===== src/rtl/shift_pkg.sv =====
// Shared types and the fill-digit rule for the generic shift register.
package shift_pkg;

    typedef enum logic [1:0] {
        SHIFT_SERIAL = 2'b00,
        SHIFT_ROTATE = 2'b01,
        SHIFT_ARITH  = 2'b10
    } shift_mode_t;

    localparam logic DIR_RIGHT = 1'b0;
    localparam logic DIR_LEFT  = 1'b1;

    // Digits are passed zero-extended to this width so one function serves any DIGIT.
    localparam int MAX_DIGIT = 32;

    function automatic logic [MAX_DIGIT-1:0] fill_digit(
        input logic [1:0]           mode,
        input logic                 dir,
        input logic [MAX_DIGIT-1:0] low_digit,
        input logic [MAX_DIGIT-1:0] top_digit,
        input logic [MAX_DIGIT-1:0] serial_in,
        input logic                 msb
    );
        logic [MAX_DIGIT-1:0] f;
        f = serial_in;
        case (mode)
            SHIFT_ROTATE: f = (dir == DIR_RIGHT) ? low_digit : top_digit;
            SHIFT_ARITH:  f = (dir == DIR_RIGHT) ? {MAX_DIGIT{msb}} : '0;
            default:      f = serial_in;
        endcase
        return f;
    endfunction

endpackage


===== src/rtl/shift_step_counter.sv =====
// Saturating step counter: counts accepted shifts, flags a full pass with done.
// Latency: count/done update on the edge after restart/incr/clear.
// Backpressure: increments are ignored once done is set; only restart/clear/reset leave it.
module shift_step_counter #(
    parameter  int STEPS = 4,
    localparam int CW    = $clog2(STEPS + 1)
) (
    input  logic          clk,
    input  logic          reset,
    input  logic          clear,
    input  logic          restart,
    input  logic          incr,
    output logic [CW-1:0] count,
    output logic          done
);

    always_ff @(posedge clk) begin
        if (!reset) begin
            count <= '0;
            done  <= 1'b0;
        end else if (!clear) begin
            count <= '0;
            done  <= 1'b0;
        end else if (restart) begin
            count <= '0;
            done  <= 1'b0;
        end else if (incr && !done) begin
            count <= count + 1'b1;
            done  <= (count == CW'(STEPS - 1));
        end
    end

endmodule


===== src/rtl/shift_register_gen.sv =====
// Multi-digit shift register with serial-fill, rotate and arithmetic modes plus pass counter.
// Latency: one cycle for load/shift/clear; serial_out is combinational from register and dir.
// Backpressure: shift_enable is ignored while done is high until load, clear or reset.
module shift_register_gen
    import shift_pkg::*;
#(
    parameter  int WIDTH = 8,
    parameter  int DIGIT = 2,
    localparam int STEPS = WIDTH / DIGIT,
    localparam int CW    = $clog2(STEPS + 1)
) (
    input  logic             clk,
    input  logic             reset,
    input  logic             clear,
    input  logic             load_enable,
    input  logic             shift_enable,
    input  logic             dir,
    input  logic [1:0]       mode,
    input  logic [WIDTH-1:0] parallel_in,
    input  logic [DIGIT-1:0] serial_in,
    output logic [WIDTH-1:0] parallel_out,
    output logic [DIGIT-1:0] serial_out,
    output logic [CW-1:0]    shift_count,
    output logic             done
);

    if (WIDTH % DIGIT != 0) begin : g_bad_width
        $error("shift_register_gen: WIDTH must be a multiple of DIGIT");
    end
    if (DIGIT < 1 || DIGIT >= WIDTH || DIGIT >= MAX_DIGIT) begin : g_bad_digit
        $error("shift_register_gen: DIGIT out of range");
    end

    logic [WIDTH-1:0]     sr;
    logic                 shift_go;
    logic [MAX_DIGIT-1:0] fill_wide;
    logic [DIGIT-1:0]     fill;
    logic                 unused_fill;

    assign shift_go = shift_enable && !done;

    assign fill_wide = fill_digit(mode, dir,
                                  MAX_DIGIT'(sr[DIGIT-1:0]),
                                  MAX_DIGIT'(sr[WIDTH-1 -: DIGIT]),
                                  MAX_DIGIT'(serial_in),
                                  sr[WIDTH-1]);
    assign fill        = fill_wide[DIGIT-1:0];
    assign unused_fill = ^fill_wide;

    always_ff @(posedge clk) begin
        if (!reset) begin
            sr <= '0;
        end else if (!clear) begin
            sr <= '0;
        end else if (load_enable) begin
            sr <= parallel_in;
        end else if (shift_go) begin
            if (dir == DIR_RIGHT) sr <= {fill, sr[WIDTH-1:DIGIT]};
            else                  sr <= {sr[WIDTH-DIGIT-1:0], fill};
        end
    end

    shift_step_counter #(.STEPS(STEPS)) u_counter (
        .clk     (clk),
        .reset   (reset),
        .clear   (clear),
        .restart (load_enable),
        .incr    (shift_go),
        .count   (shift_count),
        .done    (done)
    );

    assign parallel_out = sr;
    assign serial_out   = (dir == DIR_LEFT) ? sr[WIDTH-1 -: DIGIT] : sr[DIGIT-1:0];

endmodule


===== config.mk =====
export PLATFORM = sky130hd
export DESIGN_NAME = shift_register_gen
export DESIGN_NICKNAME = d
export VERILOG_FILES = /design/src/rtl/shift_pkg.sv /design/src/rtl/shift_step_counter.sv /design/src/rtl/shift_register_gen.sv
export SDC_FILE = /design/constraint.sdc
export NUM_CORES = 1
export LEC_CHECK = 0
export CAP_MARGIN = 20
export CORE_MARGIN = 5
export CORE_UTILIZATION = 46
export DETAILED_ROUTE_END_ITERATION = 16
export GPL_TIMING_DRIVEN = 0
export PLACE_DENSITY = 0.84
export RECOVER_POWER = 100
export SETUP_SLACK_MARGIN = 0.3
export SYNTH_ARGS = -nofsm -noshare
export SYNTH_HDL_FRONTEND = slang
export SYNTH_SLANG_ARGS = --single-unit

===== constraint.sdc =====
create_clock -name clk -period 2.6 [get_ports clk]
set_input_delay 0.52 -clock clk [delete_from_list [all_inputs] [get_ports clk]]
set_output_delay 0.52 -clock clk [all_outputs]
set_load 0.05 [all_outputs]

==> results of run 1 <==
-- worst paths after layout --
check                 start  depth (start not counted)                  to  slack [ps]
max                     dir                          4       serial_out[1]         430
max reg2reg  u_counter.done                          5  u_counter.count[2]         990
min reg2reg  u_counter.done                          2      u_counter.done         560
min          u_counter.done                          2      u_counter.done         560
-- cells in the mapped netlist --
library cell and instances:
nand3_1 1, a211o_1 4, a311oi_2 1, o211ai_1 1, nand2b_1 2, nor4bb_1 1, a21oi_1 7, buf_4 1
a41o_1 1, a211oi_1 1, nor2_1 5, a2111oi_2 1, or4_1 1, buf_1 2, a221o_1 1, xnor2_1 1
inv_1 5, a221oi_2 1, o21ai_0 1, mux2i_1 5, buf_2 1, nor2b_1 4, a21o_1 2, dfxtp_1 12
a2111oi_4 1, and2b_1 2, nand3b_1 2, o32ai_2 1, ha_1 4, a211oi_2 1, nor3_1 5, nand2_1 9
nor2_2 1, buf_6 2, and3_1 2
-- cell type report --
type                            instances  area, um2  share of cell area, %
Buffer                                  6       35.0                   2.99
Clock buffer                            4       36.3                   3.09
Inverter                                5       18.8                   1.60
Multi-Input combinational cell         69        514                   43.9
Sequential cell                        12        240                   20.5
Tap cell                               25       31.3                   2.67
Timing Repair Buffer                   31        297                   25.3
-- per-layer routing --
metal  share of wire (%)  up-vias  GRT usage, %  routed length (um)
li1                    -      408             -                   -
met1                  42      361          19.7                 890
met2                  50       27          29.5                1040
met3                 7.7        0          3.70                 161
met4                   0        0          3.83                   0
met5                   0        -             0                   0
-- registers in the layout, indices dropped and copies added (netlist names) --
| signal | cells |
|---|---|
| parallel_out | 8 |
| u_counter.count | 3 |
| u_counter.done | 1 |
-- kinds of logic (layout without fill, tap and decap cells) --
kind of cell             Yosys count  after routing
multiplexers                       5              5
AND/OR/NAND/NOR                   35             35
adder cells (fa/ha/maj)            4              4
AO/OA/AOI/OAI                     24             24
buffers and inverters             11             46
XOR/XNOR                           1              1
flip-flops                        12             12
-- worst max-delay path, cell delays in order --
cell           delay [ps]
dlygate4sd2_1         310
and2b_1               250
a21o_1                 90
clkbuf_1              470
-- per-stage QoR --
stage	area, um2	setup WS [ps]	util (%)
detailed placement	1160	-168	68.2
global placement	1160	-175	68.2
finish	1170	430	68.6
global route	1170	339	68.6
floorplan	823	864	-
CTS	1200	489	70.4
-- power by group --
| part | switching, W | internal (W) |
|---|---|---|
| clock | 0.0000633 | 0.0000850 |
| combinational | 0.0000763 | 0.0000593 |
| sequential | 0.00000679 | 0.000190 |
| total | 0.000146 | 0.000334 |
-- what timing repair did --
action / in CTS / in global routing
setup endpoints to repair: 2 / 0
setup buffers: 0 / 0
hold buffers: 0 / 0
gates resized for setup: 7 / 0
-- layout by cell type, fill, tap and decap left out, drive strengths merged, types with 2 or more instances in the layout --
cell type	n
nor3	5
and3	2
dfxtp	12
a21o	2
nor2	6
nor2b	4
mux2i	5
and2b	2
inv	5
a211oi	2
a2111oi	2
clkdlybuf4s50	14
nand2	9
dlygate4sd3	14
a21oi	7
nand3b	2
a211o	4
clkbuf	8
buf	4
ha	4
nand2b	2
==> reports/qor.csv, run 1 <==
metric;value;unit
endpoint_kind;output port;
status;finished clean;
maxCapViolCount;0;
arrival;1650;ps
synth_top_cell_by_area;dfxtp_1;
avgRoutedWirePerCell;13.8;um
crit_type;input port to output port;
grt_pass1_wl;3460;um
fin_setup_tns;0;ps
antenna_cells;0;
die_height;52.3;um
fin_skew;2.64;ps
htree_levels;1;
yosys-top-cells-area;dfxtp_1 (29%), ha_1 (6.1%), mux2i_1 (6.1%);
drt_iter0_drc;10;
grt_usage;16.5;%
clockBufferDepth;2;
cts-root-buf;clkbuf_4;
startpoint_type;input port;
grt_pass1_vias;775;
p_per_area;410;mW/mm2
hpwlAfterDp;1660;um
fin_cells;152;
yosys_warnings;0;
synth_top_family_by_area;compound AO/OA/AOI/OAI gates;
avgSynthCellArea;8.95;um2
synth-xor-area-share;1.06;%
ys_seq_area_share;29.2;%
clk_latency;270;ps
synthDistinctLibCells;35;
whs;559;ps
setup_viol_count_final;0;
yosys.area_share.simple;22.6;%
synthToLayoutAreaGrowth;42.4;%
gp_congestion;0.793;
tightest_slew;608;ps
ant_nets;0;
slew-limit-headroom;59.7;%
hp-class;register to register;
power;0.000481;W
drt_drc_violations_left;0;
initial_core_util;48.2;%
clkSlewWorstSetupHoldPaths;80;ps
slew_viol_final;0;
first_pass_iters;4;
grt_max_degree;11;
grt-ovfl-total;0;
cp_max_fo;7;
final_nets;150;
rsz0062_at_grt;no;
cp_data_required_time;2080;ps
io_pins;32;
synth_mux_area_share;6.08;%
dieArea;0.00274;mm2
antenna_found_initial;0;
dp_cells;148;
synthAdderAreaFrac;6.08;%
clock-sinks;12;
die_w;52.3;um
vias_per_cell;5.24;
p_leak;0.522;nW
synth_cells;92;
portBuffers;31;
placementRows;15;
synth.cell_area;823;um2
totalWireLength;2100;um
core;0.00171;mm2
drive_above_1_share;9.45;%
netlist.area_leader.share;29.2;%
irDropWorstVdd;0.268;mV
num-fill-cells;149;
synth-seq-cells;12;
numCtsBuffers;3;
min_period_over_period;83.5;%
cts_tree;done;
fmax;0.461;GHz
hold_violations;0;
synth_compound_area_share;27.5;%
vias;796;
synth_nets;114;
finalCriticalPeriod;2170;ps
No activity file was read; power rests on OpenSTA's default activity.
==> inputs of run 2 (changes only) <==
--- a/config.mk
+++ b/config.mk
@@ -7,10 +7,10 @@
 export LEC_CHECK = 0
 export CAP_MARGIN = 20
 export CORE_MARGIN = 5
-export CORE_UTILIZATION = 46
+export CORE_UTILIZATION = 42
 export DETAILED_ROUTE_END_ITERATION = 16
 export GPL_TIMING_DRIVEN = 0
-export PLACE_DENSITY = 0.84
+export PLACE_DENSITY = 0.77
 export RECOVER_POWER = 100
 export SETUP_SLACK_MARGIN = 0.3
 export SYNTH_ARGS = -nofsm -noshare
==> constraint.sdc (replaced) <==
create_clock -name clk -period 2.24 [get_ports clk]
set_input_delay 0.448 -clock clk [delete_from_list [all_inputs] [get_ports clk]]
set_output_delay 0.448 -clock clk [all_outputs]
set_load 0.05 [all_outputs]
==> reports/qor.csv, run 2 (same netlist as run 1, synthesis figures left out) <==
metric;value;unit;change
core;0.00192;mm2;+13%
pre_cts_ws;-385;ps;-217 ps
numCtsBuffers;3;;unchanged
slowest_stage;dlygate4sd3_1;;
clock-sinks;12;;unchanged
grt-ovfl-total;0;;unchanged
grt_usage;15.6;%;-0.94 points
clockBufferDepth;2;;unchanged
initial_core_util;42.8;%;-5.4 points
antenna_found_initial;0;;unchanged
slew_viol_final;0;;unchanged
status;finished clean;;
ctsHoldBuffers;0;;unchanged
grt_max_degree;11;;unchanged
hold_violations;0;;unchanged
ff2ff_path_depth;5;;unchanged
gp_congestion;0.742;;-6.4%
cp_max_fo;4;;-3
cp_num_buf_inv;1;;-1
fin_ws;266;ps;-165 ps
finalCriticalPeriod;1970;ps;
fmax;0.506;GHz;
grt_pass1_wl;3290;um;-4.8%
setup_viol_count_final;0;;unchanged
cts-root-buf;clkbuf_4;;
dieArea;0.00295;mm2;+7.7%
crit_cells;1;;-3
p_leak;0.509;nW;-2.5%
grt_pass1_vias;781;;+0.77%
crit_type;register to output port;;
die_height;54.3;um;+3.8%
ant_nets;0;;unchanged
fin_skew;5.46;ps;+2.81 ps
first_pass_iters;4;;unchanged
cp_data_required_time;1790;ps;-290 ps
totalWireLength;2120;um;+1.1%
hold_depth;2;;unchanged
irDropWorstVdd;0.367;mV;+37%
slew-limit-headroom;59.1;%;-0.59 points
endpoint_kind;output port;;
final_cell_mix;clkdlybuf4s50_1 (14), dfxtp_1 (12), nand2_1 (9), clkbuf_1 (8), dlygate4sd2_1 (7);;
io_pins;32;;unchanged
placementRows;16;;+1
final_nets;150;;unchanged
rsz0062_at_grt;no;;
drive_above_1_share;11.0;%;+1.6 points
cts_tree;done;;
arrival;1530;ps;-120 ps
crit_path_cell_trace;dlygate4sd3_1;;
p_per_area;493;mW/mm2;+20%
avgRoutedWirePerCell;13.8;um;-0.17%
drt_drc_violations_left;0;;unchanged
max_stage_delay;880;ps;+410 ps
largest_reg_flops;8;;unchanged
tightest_slew;617;ps;+8.91 ps
portBuffers;31;;unchanged
clkSlewWorstSetupHoldPaths;90;ps;about the same
htree_levels;1;;unchanged
drt_iter0_drc;9;;-1
vias_per_cell;5.21;;-0.55%
synthToLayoutAreaGrowth;39.1;%;
final_common_cell;clkdlybuf4s50_1;;
final_util;59.6;%;-9.1 points
die_w;54.3;um;+3.8%
hpwlAfterDp;1650;um;-0.41%
hp-class;register to register;;
clk_latency;280;ps;about the same
startpoint_type;register;;
min_period_over_period;88.1;%;
cp_top_family;buffers and inverters;;
vias;802;;+0.75%
antenna_cells;0;;unchanged
maxCapViolCount;0;;unchanged
==> run 2: cell types whose count changed in the layout (fill, tap and decap cells not counted), sizes merged <==
| cell | change |
|---|---|
| dlygate4sd3 | -11 |
| dlygate4sd2 | +6 |
| clkbuf | +5 |
==> run 2: cell type report <==
| cell class | instances | area [um2] |
|---|---|---|
| fill | 203 | 777 |
| multi-input combinational | 69 | 518 |
| timing repair buffer | 31 | 259 |
| sequential | 12 | 240 |
| buffer | 6 | 38.8 |
| clock buffer | 4 | 36.3 |
| tap | 27 | 33.8 |
| inverter | 5 | 18.8 |
==> run 2: power by group <==
part	switching (W)	internal, W
registers	0.00000771	0.000221
clock network	0.0000823	0.0000990
logic	0.0000892	0.0000662
==> run 2: layer usage <==
| metal | wire length, um | global-route usage [%] | vias up |
|---|---|---|---|
| met5 | 0 | 0 | - |
| met4 | 31 | 7.47 | 0 |
| met3 | 182 | 3.54 | 4 |
| met2 | 955 | 26.3 | 28 |
| met1 | 951 | 18.5 | 366 |
| li1 | - | - | 404 |
==> run 2: path summary, 6_finish.rpt <==
kind	from	end	slack (ps)
setup / recovery	parallel_out[5]	parallel_out[5]	270
hold / removal	u_counter.count[1]	u_counter.count[1]	560
setup reg to reg	u_counter.done	u_counter.count[2]	820
hold reg to reg	u_counter.count[1]	u_counter.count[1]	560
==> run 2: per-stage QoR <==
stage / instances / instance area (um2) / hold slack [ps] / setup TNS (ps) / total power [W]
2_1_floorplan: 92 / 823 / 597 / 0 / 0.000335
3_3_place_gp: 150 / 1170 / 523 / -801 / 0.000399
3_5_place_dp: 150 / 1170 / 544 / -765 / 0.000400
4_1_cts: 154 / 1200 / 561 / 0 / 0.000577
5_1_grt: 154 / 1140 / 600 / 0 / 0.000591
6_report: 154 / 1140 / 557 / 0 / 0.000565
==> run 2: timing repair <==
| action | 4_1_cts | 5_1_grt |
|---|---|---|
| endpoints found under the setup margin | 9 | 7 |
| endpoints found under the hold margin | 0 | 0 |
| cloned | 0 | 0 |
| buffers inserted | 0 | 0 |
| resized for setup | 15 | 7 |
==> inputs of run 3 (changes only) <==
--- a/config.mk
+++ b/config.mk
@@ -12,7 +12,7 @@
 export GPL_TIMING_DRIVEN = 0
 export PLACE_DENSITY = 0.77
 export RECOVER_POWER = 100
-export SETUP_SLACK_MARGIN = 0.3
+export SLEW_MARGIN = 20
 export SYNTH_ARGS = -nofsm -noshare
 export SYNTH_HDL_FRONTEND = slang
 export SYNTH_SLANG_ARGS = --single-unit
==> reports/qor.csv, run 3 (same netlist as run 1, synthesis figures left out) <==
metric;value;unit;change
drt_iter0_drc;9;;unchanged
fin_setup_tns;0;ps;unchanged
die_w;54.3;um;unchanged
status;finished clean;;
pwr-share-seq;40.2;%;-0.2 points
fin_ws;164;ps;-102 ps
vias_per_cell;5.18;;-0.50%
hp-class;register to register;;
cts-root-buf;clkbuf_4;;
clk_latency;280;ps;about the same
clock-sinks;12;;unchanged
fin_cells;154;;unchanged
totalWireLength;2130;um;+0.57%
drt_drc_violations_left;0;;unchanged
p_leak;0.521;nW;+2.5%
io_pins;32;;unchanged
power.internal;0.000389;W;+0.96%
slew_viol_final;0;;unchanged
antenna_cells;0;;unchanged
critical_path.startpoint;parallel_out[7];;
fmax;0.482;GHz;-4.9%
rr_startpoint;u_counter.done;;
r2r_setup_slack;570;ps;-250 ps
numCtsBuffers;3;;unchanged
placementRows;16;;unchanged
swShare;31.5;%;-0.24 points
avgRoutedWirePerCell;13.8;um;+0.57%
cp_top_family;buffers and inverters;;
cp_max_fo;6;;+2
whs;557;ps;-0.165 ps
hold_depth;2;;unchanged
hold_violations;0;;unchanged
arrival;1630;ps;+100 ps
pwr-share-clk;31.9;%;-0.2 points
htree_levels;1;;unchanged
cts_tree;done;;
pre_cts_ws;-385;ps;unchanged
crit_type;register to output port;;
maxCapViolCount;0;;unchanged
dieArea;0.00295;mm2;unchanged
p_per_area;481;mW/mm2;-2.6%
num-fill-cells;197;;-3.0%
endpoint_kind;output port;;
hpwlAfterDp;1650;um;unchanged
final_nets;150;;unchanged
final_cell_mix;clkdlybuf4s50_1 (15), dlygate4sd3_1 (13), dfxtp_1 (12), nand2_1 (9), a21oi_1 (7);;
clkSlewWorstSetupHoldPaths;90;ps;about the same
final_common_cell;clkdlybuf4s50_1;;
vias;798;;-0.50%
grt_pass1_wl;3290;um;unchanged
cp_num_buf_inv;1;;unchanged
dp_cells;150;;unchanged
setup_viol_count_final;0;;unchanged
rsz0062_at_grt;no;;
grt_usage;15.6;%;unchanged
initial_core_util;42.8;%;unchanged
antenna_found_initial;0;;unchanged
slowest_stage;dlygate4sd3_1;;
grt_pass1_vias;781;;unchanged
final_util;61.5;%;+2.0 points
first_pass_iters;4;;unchanged
grt_max_degree;11;;unchanged
crit_path_cell_trace;dlygate4sd3_1;;
fin_skew;5.79;ps;+0.335 ps
grt-ovfl-total;0;;unchanged
slew-limit-headroom;59.5;%;+0.41 points
largest_reg_flops;8;;unchanged
cp_data_required_time;1790;ps;about the same
ant_nets;0;;unchanged
gp_congestion;0.742;;unchanged
max_stage_delay;910;ps;+30 ps
ff2ff_path_depth;5;;unchanged
drive_above_1_share;11.0;%;unchanged
min-delay-start;u_counter.count[1];;
crit_cells;1;;unchanged
power_switching;0.000179;W;-0.14%
cts_setup_buffers;0;;unchanged
core;0.00192;mm2;unchanged
clockBufferDepth;2;;unchanged
tightest_slew;608;ps;-8.80 ps
die_height;54.3;um;unchanged
holdPathEnd;u_counter.count[1];;
startpoint_type;register;;
synthToLayoutAreaGrowth;43.6;%;
comb_power_share;27.9;%;+0.4 points
min_period_over_period;92.7;%;+4.6 points
irDropWorstVdd;0.367;mV;about the same
portBuffers;31;;unchanged
r2r_end;u_counter.count[2];;
finalCriticalPeriod;2080;ps;+102 ps
## run 3: power by group through the flow
stage	sequential, W	clock, W	combinational [W]
after detailed placement	0.000234	0	0.000166
final	0.000228	0.000181	0.000159
after global routing	0.000230	0.000195	0.000170
after CTS	0.000229	0.000185	0.000167
after global placement	0.000233	0	0.000165
after floorplan	0.000258	0	0.0000775
## run 3: area by class of cell
type / count / area (um2) / share of cell area (%)
buffer: 6 / 35.0 / 2.96
clock buffer: 4 / 36.3 / 3.07
inverter: 5 / 18.8 / 1.59
multi-input combinational: 69 / 519 / 43.9
sequential: 12 / 240 / 20.3
tap: 27 / 33.8 / 2.86
timing repair buffer: 31 / 299 / 25.3
## run 3: worst max path at each step
stage | endpoint | slack, ps
4_1_cts | serial_out[1] | 5
3_3_place_gp | serial_out[0] | -400
3_5_place_dp | serial_out[1] | -390
2_1_floorplan | serial_out[0] | 580
6_report | parallel_out[7] | 160
5_1_grt | u_counter.count[2] | 90
## run 3: layer usage
metal  wire length [um]  part of all wire, %  GRT usage, %  vias to the layer above
li1                   -                    -             -                      406
met1                971                   46          18.5                      360
met2                964                   45          26.3                       28
met3                164                  7.7          3.54                        4
met4                 31                  1.5          7.47                        0
met5                  0                    0             0                        -
## run 3: tightest hold or removal path, cell delays in order, from the launching register on
cell	delay, ps
dfxtp_1	340
mux2i_1	130
nor3_1	50
## run 3: through the flow
step                      total power, W  instance area, um2
final                           0.000568                1180
after global routing            0.000595                1180
after CTS                       0.000581                1210
after detailed placement        0.000400                1170
after global placement          0.000399                1170
after floorplan                 0.000335                 823
## run 3: what timing repair did
| action | 4_1_cts | 5_1_grt |
|---|---|---|
| endpoints found under the setup margin | 2 | 2 |
| hold buffers | 0 | 0 |
| resized for setup | 6 | 1 |
| cloned | 0 | 0 |
